File: src/rtl/reduction_result_collector.sv
// reduction_result_collector: counts beats per reduction packet and queues {beats, value} in a FWFT FIFO with stats.
module reduction_result_collector #(
    parameter int DATA_BITS = 64,
    parameter int DEPTH     = 16,
    parameter int CNT_BITS  = 32
) (
    input  logic                     aclk,
    input  logic                     aresetn,
    input  logic                     clr,
    input  logic                     red_valid,
    input  logic [DATA_BITS-1:0]     red_data,
    input  logic                     red_last,
    output logic                     res_valid,
    input  logic                     res_ready,
    output logic [DATA_BITS-1:0]     res_data,
    output logic [CNT_BITS-1:0]      res_beats,
    output logic [$clog2(DEPTH):0]   fifo_level,
    output logic [CNT_BITS-1:0]      pkt_cnt,
    output logic [CNT_BITS-1:0]      drop_cnt
);
    localparam int AW = $clog2(DEPTH);
    localparam logic [CNT_BITS-1:0] CMAX = '1;
    localparam logic [AW:0] FULL = (AW+1)'(DEPTH);

    logic [DATA_BITS-1:0] data_mem_q [DEPTH];
    logic [CNT_BITS-1:0]  beat_mem_q [DEPTH];
    logic [CNT_BITS-1:0]  beat_q, beats_cur, pkt_q, drop_q;
    logic [AW-1:0]        wr_q, rd_q;
    logic [AW:0]          lvl_q, lvl_d;
    logic                 push, pop, accept;

    always_comb begin
        beats_cur = (beat_q == CMAX) ? CMAX : beat_q + 1'b1;
        push      = red_valid & red_last;
        pop       = (lvl_q != '0) & res_ready;
        // a pop in the same cycle frees the slot a full FIFO needs
        accept    = push & ((lvl_q != FULL) | pop);
        lvl_d     = lvl_q + {{AW{1'b0}}, accept} - {{AW{1'b0}}, pop};
    end

    always_ff @(posedge aclk or negedge aresetn) begin
        if (!aresetn) begin
            beat_q <= '0;
            wr_q   <= '0;
            rd_q   <= '0;
            lvl_q  <= '0;
            pkt_q  <= '0;
            drop_q <= '0;
            for (int i = 0; i < DEPTH; i++) begin
                data_mem_q[i] <= '0;
                beat_mem_q[i] <= '0;
            end
        end else if (clr) begin
            beat_q <= '0;
            wr_q   <= '0;
            rd_q   <= '0;
            lvl_q  <= '0;
            pkt_q  <= '0;
            drop_q <= '0;
        end else begin
            if (red_valid)
                beat_q <= red_last ? '0 : beats_cur;
            if (accept) begin
                data_mem_q[wr_q] <= red_data;
                beat_mem_q[wr_q] <= beats_cur;
                wr_q             <= wr_q + 1'b1;
                if (pkt_q != CMAX)
                    pkt_q <= pkt_q + 1'b1;
            end else if (push && drop_q != CMAX) begin
                drop_q <= drop_q + 1'b1;
            end
            if (pop)
                rd_q <= rd_q + 1'b1;
            lvl_q <= lvl_d;
        end
    end

    assign res_valid  = lvl_q != '0;
    assign res_data   = data_mem_q[rd_q];
    assign res_beats  = beat_mem_q[rd_q];
    assign fifo_level = lvl_q;
    assign pkt_cnt    = pkt_q;
    assign drop_cnt   = drop_q;
endmodule

File: config.mk
export PLATFORM = sky130hd
export DESIGN_NAME = reduction_result_collector
export DESIGN_NICKNAME = d
export VERILOG_FILES = /design/src/rtl/reduction_result_collector.sv
export SDC_FILE = /design/constraint.sdc
export NUM_CORES = 2
export LEC_CHECK = 0
export CAP_MARGIN = 20
export CORE_ASPECT_RATIO = 1.75
export CORE_MARGIN = 1.5
export CORE_UTILIZATION = 40
export CTS_CLUSTER_SIZE = 24
export DETAILED_ROUTE_END_ITERATION = 8
export PLACE_DENSITY = 0.61
export SYNTH_ARGS = -nofsm -noshare
export SYNTH_HDL_FRONTEND = slang
export SYNTH_SLANG_ARGS = --single-unit
export TNS_END_PERCENT = 5
File: constraint.sdc
create_clock -name aclk -period 3.85 [get_ports aclk]
set_clock_uncertainty 0.2 [all_clocks]
set_input_delay 1.155 -clock aclk [delete_from_list [all_inputs] [get_ports aclk]]
set_output_delay 1.155 -clock aclk [all_outputs]
set_load 0.01 [all_outputs]
==> results.py <==
metrics = {
    "run": {
        "cap_violations": 0,
    },
    "synthesis": {
        "ys_warn_count": 0,
        "synthTopCellsByArea": "dfrtp_1 (55%), nand2_1 (18%), mux4_2 (14%)",
        "async_flop_share": 1.00,
        "synthMostInstantiatedCell": "nand2_1",
        "syn_area_per_cell_um2": 9.90,
        "synth_area_leader_cell": "dfrtp_1",
        "synth_seq_cells": 1645,
        "yosys.cell_types.count": 71,
        "synthTopCellsByCount": "nand2_1 (3596), dfrtp_1 (1645), clkbuf_1 (507)",
        "syn-cell-area_mm2": 0.0746,
        "syn_inst": 7541,
        "synth_top_flop_cell": "dfrtp_1",
        "synth_edf_count": 0,
        "synth_seq_area_share": 0.552,
        "synth_top_area_share": 0.552,
        "syn_nets": 7626,
    },
    "drt": {
        "final_antenna_net_count": 0,
        "drc_errors": 46,
        "dr.pass1.iters": 9,
        "vias": 57500,
        "wire_per_inst_um": 24.0,
        "drt_iter0_drc": 5445,
        "avgViaCountPerCell": 5.59,
        "routed_wl_um": 247000,
    },
    "global_route": {
        "grt_overflow": 0,
        "antenna_found_initial": 24,
        "grt_pass1_wl_um": 375000,
        "grt_max_degree": 114,
        "track_usage": 0.262,
        "grt_pass1_vias": 59500,
    },
    "layout": {
        "drive_above_1_share": 0.167,
        "fin_util": 0.480,
        "areaGrowthSynthToFinish_pct": 19.2,
        "nFillCells": 16700,
        "postLayoutCellArea_mm2": 0.0890,
        "final_nets": 7801,
    },
    "critical_path": {
        "timing.rr.start": "beat_q[11]",
        "reg2regPathDepth": 5,
        "reg2reg_to": "beat_mem_q[151]",
        "path_max_fanout": 6,
        "cp.required_ns": 2.49,
        "cp_slowest_cell": "mux4_2",
        "cp-end-kind": "output pin",
        "cpLargestDelayFamily": "multiplexers",
        "cpPeakStageDelay_ns": 0.60,
        "path_buf_inv": 5,
        "cp-start-kind": "flop",
        "cp_cell_sequence": "clkbuf_16 > buf_12 > buf_8 > buf_16 > mux4_2 > mux4_2 > buf_6",
        "cp_common_cell": "mux4_2",
        "reg2reg_slack_ns": 0.47,
        "path_class": "reg -> out",
        "crit_arrival_ns": 3.27,
    },
    "die": {
        "die_area_mm2": 0.189,
        "die_h_um": 574,
        "boundaryPins": 236,
        "rows": 209,
        "dieWidth_um": 330,
        "core_mm2": 0.185,
        "start_util": 0.403,
    },
    "sta": {
        "hold_violations": 0,
        "timing.final.crit_period_ns": 4.63,
        "finalSetupViolCount": 96,
        "setup_ws_ns": -0.779,
        "rsz0062_at_grt": "yes",
        "slew-limit-headroom": 0.225,
        "holdWs_ns": 0.0697,
        "worst_pin_slew_ns": 1.16,
        "finalMaxSlewViolations": 0,
        "period_share": 1.20,
        "fmax_ghz": 0.216,
    },
    "clocking": {
        "cts_buffer_depth": 4,
        "cts-hold-fix-buffers": 0,
        "cts.clk_slew.worst_paths_ns": 0.06,
        "clock_latency_ns": 0.83,
        "clock-root-buffer": "clkbuf_16",
        "numCtsBuffers": 169,
        "h-tree-depth": 4,
        "cts_tree": "built",
        "clock_sinks": 1645,
    },
    "hold_path": {
        "hp-class": "in -> async",
    },
    "power_and_ir_drop": {
        "ir_drop_mv": 0.291,
        "power_density_mw_per_mm2": 500,
        "p_leak_nw": 42.9,
        "power_mw": 44.5,
    },
    "placed_design": {
        "dp_hpwl_um": 152000,
        "port_buffers": 235,
        "postPlaceCellArea_mm2": 0.0828,
        "globalplace.congestion": 0.847,
    },
    "run_status": {
        "status": "complete, but fails checks",
        "failed_checks": "design-rule violations, negative setup slack",
    },
}
[report_power, final]
| part | switching, mW | internal [mW] | total (mW) |
|---|---|---|---|
| sequential | 0.466 | 18.0 | 18.5 |
| combinational | 4.62 | 4.43 | 9.05 |
| clock | 7.06 | 9.88 | 16.9 |
[what timing repair did]
action,4_1_cts,5_1_grt
gates resized for setup,207,143
cloned,1,9
setup endpoints to repair,96,97
buffers inserted,5,21
[kinds of logic (layout without fill, tap and decap cells)]
| group | after synthesis | count (layout) | synth area share |
|---|---|---|---|
| AOI/OAI and AO/OA | 712 | 712 | 0.0511 |
| xor gates and xnor gates | 26 | 26 | 0.00305 |
| DFF | 1645 | 1645 | 0.552 |
| other | 0 | 18 | 0 |
| adders and majority gates | 15 | 15 | 0.00262 |
| and+or+nand+nor | 3986 | 3986 | 0.211 |
| buffers and inverters | 668 | 971 | 0.0348 |
| muxes | 489 | 489 | 0.146 |
[layout make-up]
| class | instances | area (µm²) | share of cell area |
|---|---|---|---|
| sequential | 1645 | 41200 | 0.463 |
| multi-input combinational | 5228 | 31200 | 0.350 |
| timing repair buffer | 646 | 7820 | 0.0879 |
| clock buffer | 248 | 5000 | 0.0562 |
| tap | 2426 | 3040 | 0.0341 |
| clock inverter | 51 | 631 | 0.00709 |
| inverter | 26 | 97.6 | 0.00110 |
| antenna | 18 | 45.0 | 0.000506 |
[worst max-delay path by stage]
stage / slack (ns) / start / cells after the start / end
2_1_floorplan: 0.15 / rd_q[0] / 5 / res_data[10]
5_1_grt: -0.82 / rd_q[0] / 6 / res_data[47]
3_3_place_gp: -0.47 / red_last / 15 / fifo_level[4]
6_report: -0.78 / rd_q[0] / 7 / res_data[3]
4_1_cts: -0.97 / rd_q[0] / 6 / res_data[16]
3_5_place_dp: -0.16 / rd_q[0] / 6 / res_data[6]
[registers in the layout (all words and copies together) (netlist names)]
name,flops
beat_q,32
fifo_level,5
data_mem_q,1024
drop_cnt,32
pkt_cnt,32
rd_q,4
beat_mem_q,512
wr_q,4
[per-stage QoR]
stage	setup TNS [ns]	setup WS (ns)	std cells
2_1_floorplan	0	0.153	7541
3_3_place_gp	-18.52	-0.473	9935
3_5_place_dp	-9.23	-0.160	9935
4_1_cts	-69.64	-0.971	10200
5_1_grt	-67.15	-0.817	10300
6_report	-62.52	-0.779	10300
[cell usage in the layout (no fill, tap or decap), drive strengths merged, types with 5 or more instances in the layout]
master and n:
a21oi 124, a31o 5, a31oi 5, and3 17, and4 13, buf 443, bufinv 13, clkbuf 300
clkdlybuf4s50 137, clkinv 30, dfrtp 1645, diode 18, dlymetal6s2s 8, ha 14, inv 30, mux2i 6
mux4 480, nand2 3596, nand2b 6, nand3 50, nand4 33, nor2 116, nor2b 14, nor3 45
nor4 24, o2111ai 5, o211ai 7, o21ai 505, o31a 7, o31ai 20, or3 35, or4 22
xnor2 13, xor2 13
[per-layer routing]
layer | wire (µm) | up-vias | global-route usage
met5 | 26 | - | 0
met4 | 9780 | 4 | 0.108
met3 | 18500 | 574 | 0.0382
met2 | 125000 | 2460 | 0.444
met1 | 94000 | 29200 | 0.334
li1 | - | 25300 | -
Power figures use the tool's default switching activity.
